File: src/rtl/proc_cache_pkg.sv
// rtl/proc_cache_pkg.sv - shared opcodes and default widths for proc_cache
//
// Contents:
//   ADDR_W, DATA_W, INDEX_W  default address, data and index widths
//   opcode_t                 4-bit processor opcode type
//   OP_LOAD, OP_STORE        the two opcodes the cache acts on
package proc_pkg;

    localparam int ADDR_W  = 8;
    localparam int DATA_W  = 8;
    localparam int INDEX_W = 4;

    typedef logic [3:0] opcode_t;

    localparam opcode_t OP_LOAD  = 4'b1000;
    localparam opcode_t OP_STORE = 4'b1001;

endpackage

File: src/rtl/proc_cache_if.sv
// rtl/proc_cache_if.sv - sequencer-side bus bundle between the sequencer and proc_cache
//
// Signals:
//   address     byte address of the current load/store
//   op          processor opcode
//   input_data  shared bus data (fill data on load, store data on store)
//   rw          bus direction, 1 = memory read (load), 0 = write/idle
//   busy        bus busy; the cache does not write while it is high
//   data        cached word on hit, else 0
//   miss        LOAD lookup missed
// Modports:
//   master      sequencer side (drives address/op/bus, reads data/miss)
//   slave       cache side
interface proc_cache_if #(
    parameter int ADDR_W = 8,
    parameter int DATA_W = 8
) ();

    logic [ADDR_W-1:0] address;
    logic [3:0]        op;
    logic [DATA_W-1:0] input_data;
    logic              rw;
    logic              busy;
    logic [DATA_W-1:0] data;
    logic              miss;

    modport master (
        output address, op, input_data, rw, busy,
        input  data, miss
    );

    modport slave (
        input  address, op, input_data, rw, busy,
        output data, miss
    );

endinterface

File: src/rtl/proc_cache_line_array.sv
// rtl/proc_cache_line_array.sv - valid/tag/data line storage for proc_cache
//
// Ports:
//   clk, reset      clock and synchronous active-high reset (clears valid bits only)
//   rd_index        combinational read index
//   rd_valid        valid bit of the addressed line
//   rd_tag/rd_data  stored tag/data, forced to 0 while the line is invalid
//   wr_en           write the line at wr_index and mark it valid
//   wr_index        write index
//   wr_tag/wr_data  tag and data to store
module cache_line_array #(
    parameter int INDEX_W = 4,
    parameter int TAG_W   = 4,
    parameter int DATA_W  = 8
) (
    input  logic               clk,
    input  logic               reset,
    input  logic [INDEX_W-1:0] rd_index,
    output logic               rd_valid,
    output logic [TAG_W-1:0]   rd_tag,
    output logic [DATA_W-1:0]  rd_data,
    input  logic               wr_en,
    input  logic [INDEX_W-1:0] wr_index,
    input  logic [TAG_W-1:0]   wr_tag,
    input  logic [DATA_W-1:0]  wr_data
);

    localparam int LINES = 1 << INDEX_W;

    logic [LINES-1:0]  valid;
    logic [TAG_W-1:0]  tag_mem  [LINES];
    logic [DATA_W-1:0] data_mem [LINES];

    // Reset has priority over a write in the same cycle, so no line can
    // come out of reset already valid.
    always_ff @(posedge clk) begin
        if (reset) begin
            valid <= '0;
        end else if (wr_en) begin
            valid[wr_index] <= 1'b1;
        end
    end

    // Tag/data arrays are never reset; they are only observed through the
    // valid gating below, so stale or uninitialised contents never leak out.
    always_ff @(posedge clk) begin
        if (wr_en && !reset) begin
            tag_mem[wr_index]  <= wr_tag;
            data_mem[wr_index] <= wr_data;
        end
    end

    always_comb begin
        rd_valid = valid[rd_index];
        rd_tag   = rd_valid ? tag_mem[rd_index]  : '0;
        rd_data  = rd_valid ? data_mem[rd_index] : '0;
    end

endmodule

File: src/rtl/proc_cache.sv
// rtl/proc_cache.sv - direct-mapped write-allocate data cache, one word per line
//
// Ports:
//   clk    clock, rising edge
//   reset  synchronous active-high reset; invalidates every line
//   bus    proc_cache_if.slave: address/op/input_data/rw/busy in, data/miss out
//
// Lookup is purely combinational so the sequencer can decide on a memory
// request in the same cycle it presents the address. Loads that miss capture
// the bus read data; stores capture the bus write data and take over the
// line regardless of the tag it held.
module proc_cache #(
    parameter int ADDR_W  = proc_pkg::ADDR_W,
    parameter int DATA_W  = proc_pkg::DATA_W,
    parameter int INDEX_W = proc_pkg::INDEX_W
) (
    input  logic          clk,
    input  logic          reset,
    proc_cache_if.slave   bus
);

    import proc_pkg::*;

    localparam int TAG_W = ADDR_W - INDEX_W;

    logic [INDEX_W-1:0] index;
    logic [TAG_W-1:0]   tag;
    logic               line_valid;
    logic [TAG_W-1:0]   line_tag;
    logic [DATA_W-1:0]  line_data;
    logic               hit;
    logic               is_load;
    logic               is_store;
    logic               fill_en;
    logic               store_en;
    logic               wr_en;

    always_comb begin
        index    = bus.address[INDEX_W-1:0];
        tag      = bus.address[ADDR_W-1:INDEX_W];
        is_load  = (bus.op == OP_LOAD);
        is_store = (bus.op == OP_STORE);
        hit      = line_valid && (line_tag == tag);
    end

    // A fill is blocked once the line hits, so each miss is filled once even
    // if the sequencer holds the read for several cycles.
    always_comb begin
        fill_en  = is_load  &&  bus.rw && !bus.busy && !hit;
        store_en = is_store && !bus.rw && !bus.busy;
        wr_en    = fill_en || store_en;
    end

    // data does not depend on op: any opcode presenting a cached address
    // sees the word.
    always_comb begin
        bus.miss = is_load && !hit;
        bus.data = hit ? line_data : '0;
    end

    cache_line_array #(
        .INDEX_W (INDEX_W),
        .TAG_W   (TAG_W),
        .DATA_W  (DATA_W)
    ) u_lines (
        .clk      (clk),
        .reset    (reset),
        .rd_index (index),
        .rd_valid (line_valid),
        .rd_tag   (line_tag),
        .rd_data  (line_data),
        .wr_en    (wr_en),
        .wr_index (index),
        .wr_tag   (tag),
        .wr_data  (bus.input_data)
    );

endmodule

File: src/flat_wrapper.sv
// flat-port wrapper written by rule: the top's interface ports become plain ports
module proc_cache_flat import proc_pkg::*;
#(
    parameter int ADDR_W  = proc_pkg::ADDR_W,
    parameter int DATA_W  = proc_pkg::DATA_W,
    parameter int INDEX_W = proc_pkg::INDEX_W
)
  (clk, reset, bus_address, bus_op, bus_input_data, bus_rw, bus_busy, bus_data, bus_miss);
  proc_cache_if #(.ADDR_W(ADDR_W), .DATA_W(DATA_W)) bus_i ();
  input  logic clk;
  input  logic reset;
  input wire logic [$bits(bus_i.address)-1:0] bus_address;
  input wire logic [$bits(bus_i.op)-1:0] bus_op;
  input wire logic [$bits(bus_i.input_data)-1:0] bus_input_data;
  input wire logic [$bits(bus_i.rw)-1:0] bus_rw;
  input wire logic [$bits(bus_i.busy)-1:0] bus_busy;
  output wire logic [$bits(bus_i.data)-1:0] bus_data;
  output wire logic [$bits(bus_i.miss)-1:0] bus_miss;
  assign bus_i.address = bus_address;
  assign bus_i.op = bus_op;
  assign bus_i.input_data = bus_input_data;
  assign bus_i.rw = bus_rw;
  assign bus_i.busy = bus_busy;
  assign bus_data = bus_i.data;
  assign bus_miss = bus_i.miss;
  proc_cache #(.ADDR_W(ADDR_W), .DATA_W(DATA_W), .INDEX_W(INDEX_W)) u_core (.clk(clk), .reset(reset), .bus(bus_i));
endmodule
File: config.mk
export PLATFORM = sky130hd
export DESIGN_NAME = proc_cache_flat
export DESIGN_NICKNAME = d
export VERILOG_FILES = /design/src/rtl/proc_cache_pkg.sv /design/src/rtl/proc_cache_if.sv /design/src/rtl/proc_cache_line_array.sv /design/src/rtl/proc_cache.sv /design/src/flat_wrapper.sv
export SDC_FILE = /design/constraint.sdc
export NUM_CORES = 1
export LEC_CHECK = 0
export BUFFER_PORTS_ARGS = -buffer_cell sky130_fd_sc_hd__buf_2
export CAP_MARGIN = 5
export CELL_PAD_IN_SITES_DETAIL_PLACEMENT = 0
export CELL_PAD_IN_SITES_GLOBAL_PLACEMENT = 1
export CORE_MARGIN = 10
export CORE_UTILIZATION = 35
export CTS_CLUSTER_DIAMETER = 150
export DETAILED_ROUTE_END_ITERATION = 10
export GPL_ROUTABILITY_DRIVEN = 0
export PLACE_DENSITY_LB_ADDON = 0.1
export SETUP_SLACK_MARGIN = 0.2
export SLEW_MARGIN = 25
export SYNTH_ARGS = -nofsm -noshare
export SYNTH_HDL_FRONTEND = slang
export SYNTH_SLANG_ARGS = --single-unit
File: constraint.sdc
create_clock -name clk -period 5.3 [get_ports clk]
set_input_delay 1.06 -clock clk [delete_from_list [all_inputs] [get_ports clk]]
set_output_delay 1.06 -clock clk [all_outputs]
set_load 0.03 [all_outputs]
==> impl_metrics.env <==
export IMPL_ctsResizeCount=0
export IMPL_dpl_hpwl_mm=11.24
export IMPL_dpl_cell_area_mm2=0.008967
export IMPL_end_kind="primary output"
export IMPL_fin_skew_ns=0.01619
export IMPL_drv_slew=0
export IMPL_crit_path_max_fanout=11
export IMPL_overflow=0
export IMPL_io_buffers=32
export IMPL_worstPathArrival_ns=3.72
export IMPL_clock_fmax_mhz=209.1
export IMPL_p_leak_nw=3.098
export IMPL_fin_tns_setup_ns=0
export IMPL_yosysWarnings=0
export IMPL_min_path_cells=2
export IMPL_clk_pin_slew_ns=0.06
export IMPL_clkPwrFrac=0.437
export IMPL_reg2reg_to="u_core.u_lines.tag_mem[15][0]$_DFFE_PP_"
export IMPL_syn_to_final_growth_pct=16.10
export IMPL_fp_dieH_um=174.3
export IMPL_min_to="u_core.u_lines.valid[13]$_SDFFE_PP0P_"
export IMPL_r2r_start="u_core.u_lines.tag_mem[6][2]$_DFFE_PP_"
export IMPL_initial_core_util=0.3550
export IMPL_htree_levels=1
export IMPL_clock_latency_ns=0.51
export IMPL_synth_top_area_frac=0.6919
export IMPL_rrSetupSlack_ns=1.90
export IMPL_r2r_cells=7
export IMPL_status="finished clean"
export IMPL_setup_viol=0
export IMPL_switching_share=0.2006
export IMPL_critPathRequiredTime_ns=4.24
export IMPL_crit_top_cell="buf_2"
export IMPL_rsz0062_at_grt="no"
export IMPL_drive_above_1_share=0.3150
export IMPL_grt_max_degree=33
export IMPL_path_cells="buf_2 -> mux4_1 -> mux4_2 -> xnor2_1 -> or4b_4 -> and2b_1 -> buf_2"
export IMPL_p_comb_frac=0.043
export IMPL_yosysSeqAreaShare=0.7303
export IMPL_rows=56
export IMPL_syn_area_per_cell_um2=20.78
export IMPL_switchingPower_mw=0.6908
export IMPL_synthTopCellsByArea="edfxtp_1 (69%), mux4_2 (15%), dfxtp_1 (3.8%), mux4_1 (2.8%), inv_1 (0.81%)"
export IMPL_cts_max_path_buffers=3
export IMPL_vias_per_cell=5.108
export IMPL_synthCells=401
export IMPL_cap_violations=0
export IMPL_hp_start="u_core.u_lines.valid[13]$_SDFFE_PP0P_"
export IMPL_antenna_left=0
export IMPL_wl_mm=19.54
export IMPL_cts_root_buffer="clkbuf_16"
export IMPL_final_area_mm2=0.009674
export IMPL_ys_ff_latch=208
export IMPL_track_usage=0.1288
export IMPL_slew_limit_headroom=0.4059
export IMPL_period_share=0.9025
export IMPL_slowest_delay_ns=0.66
export IMPL_first_iter_violations=292
export IMPL_hold_path_class="flop to flop"
export IMPL_route_detailed_drc=0
export IMPL_synth_cell_type_count=35
export IMPL_final_nets=481
export IMPL_core_mm2=0.02347
export IMPL_worstSetupPathType="primary input to primary output"
export IMPL_startpoint_type="primary input"
export IMPL_antenna_found_initial=1
export IMPL_dieArea_mm2=0.03038
export IMPL_cts_hold_buffers_added=0
export IMPL_power_density_mw_per_mm2=356.0
export IMPL_seq_power_share=0.520
export IMPL_post_cts_buffers=0
export IMPL_cell_internal_pwr_mw=2.753
export IMPL_synth_edff_count=192
export IMPL_pin_count=33
export IMPL_vias=4051
export IMPL_cts_tree="built"
export IMPL_cp_slowest_cell="or4b_4"
export IMPL_synth_flop_cell="edfxtp_1"
export IMPL_yosys_area_top_type="edfxtp_1"
export IMPL_die_w_um=174.3
export IMPL_wire_per_inst_um=24.64
export IMPL_grt_pass1_vias=4283
export IMPL_synth_most_common_cell="edfxtp_1"
export IMPL_drtPass1Iterations=4
export IMPL_vdd_ir_drop_max_mv=0.2224
export IMPL_synth_area_mm2=0.008333
export IMPL_hold_viol=0
export IMPL_cts_sinks=208
export IMPL_grt_pass1_wl_mm=29.32
export IMPL_async_reset_ff_frac=0
export IMPL_min_period_ns=4.783
export IMPL_synth_top_cells_by_count="edfxtp_1 (192), mux4_2 (54), inv_1 (18), dfxtp_1 (16), nor2_1 (13)"
export IMPL_numCtsBuffers=23
export IMPL_worstMarginPinSlew_ns=0.8879
export IMPL_synth_nets=425
[sequential cells by signal (all words and copies together) (netlist names)]
register	flops
u_core.u_lines.valid	16
u_core.u_lines.tag_mem	64
u_core.u_lines.data_mem	128
[worst max-delay path by stage]
stage                        start     endpoint  slack [ns]  depth (start not counted)
finish              bus_address[1]  bus_data[5]        0.52                          7
global route        bus_address[1]  bus_data[7]        0.41                          7
CTS                 bus_address[1]  bus_data[7]        0.49                          7
detailed placement  bus_address[1]  bus_data[5]        0.50                          7
global placement    bus_address[1]  bus_data[7]        0.48                          7
floorplan           bus_address[0]  bus_data[6]        0.74                          9
[metal layers]
layer | up-vias | wire length [µm] | GRT usage
met1 | 2162 | 9219 | 0.1838
met5 | - | 0 | 0
met4 | 0 | 250 | 0.02708
li1 | 1779 | - | -
met2 | 90 | 9134 | 0.2007
met3 | 20 | 932 | 0.02405
[kinds of logic after synthesis]
group,count (synthesis),share of synthesized area
compound gates,28,0.02943
xor+xnor,4,0.004205
buf+inv,41,0.02267
flops,208,0.7303
mux,65,0.1767
simple gates,55,0.03664
[through the flow]
stage               worst slack [ns]  hold WS [ns]  utilization  std cells  power, mW
floorplan                     0.7404        0.4308            -        401      1.925
global placement              0.4768        0.4455       0.3819        751      1.976
detailed placement            0.5017        0.4468       0.3820        751      1.977
CTS                           0.4914        0.4601       0.4120        792      3.492
global route                  0.4078        0.4753       0.4120        792      3.568
finish                        0.5170        0.4585       0.4122        793      3.444
[cell type report]
cell class | instances | area, µm²
Timing Repair Buffer | 53 | 320.3
Sequential cell | 208 | 6086
Tap cell | 319 | 399.1
Clock inverter | 9 | 95.09
Clock buffer | 32 | 609.3
Inverter | 19 | 71.32
Fill cell | 2089 | 13800
Antenna cell | 1 | 2.502
Multi-Input combinational cell | 152 | 2091
[power by group through the flow]
stage                     Clock [mW]  Sequential, mW  Combinational [mW]
after detailed placement           0            1.83               0.150
after CTS                       1.55            1.79               0.151
final                           1.51            1.79               0.147
after floorplan                    0            1.83              0.0978
after global routing            1.61            1.79               0.163
after global placement             0            1.83               0.150
[worst max-delay path: cells and delay by family]
kind	cells	cell delay, ns
xor+xnor	1	0.20
mux	2	1.09
buf+inv	2	0.44
simple gates	2	0.92
[cell usage in the layout (no fill, tap or decap), types with 3 or more instances in the layout]
cell | Yosys | routed
clkinv_2 | 0 | 3
nor3b_1 | 4 | 4
a22oi_1 | 5 | 5
clkbuf_16 | 0 | 23
mux4_1 | 9 | 9
inv_1 | 18 | 18
o32ai_1 | 6 | 6
buf_2 | 7 | 31
nand3_1 | 3 | 3
clkinv_1 | 0 | 3
o22ai_1 | 8 | 8
mux4_2 | 54 | 54
buf_4 | 1 | 22
nor2_1 | 13 | 12
and2b_1 | 7 | 7
xnor2_1 | 3 | 3
nand2b_1 | 5 | 5
nand2_1 | 7 | 7
clkbuf_1 | 8 | 9
edfxtp_1 | 192 | 192
dfxtp_1 | 16 | 16
nor3_2 | 0 | 6
nor2b_1 | 4 | 4
Note: power is estimated with default switching activity, not from simulation.
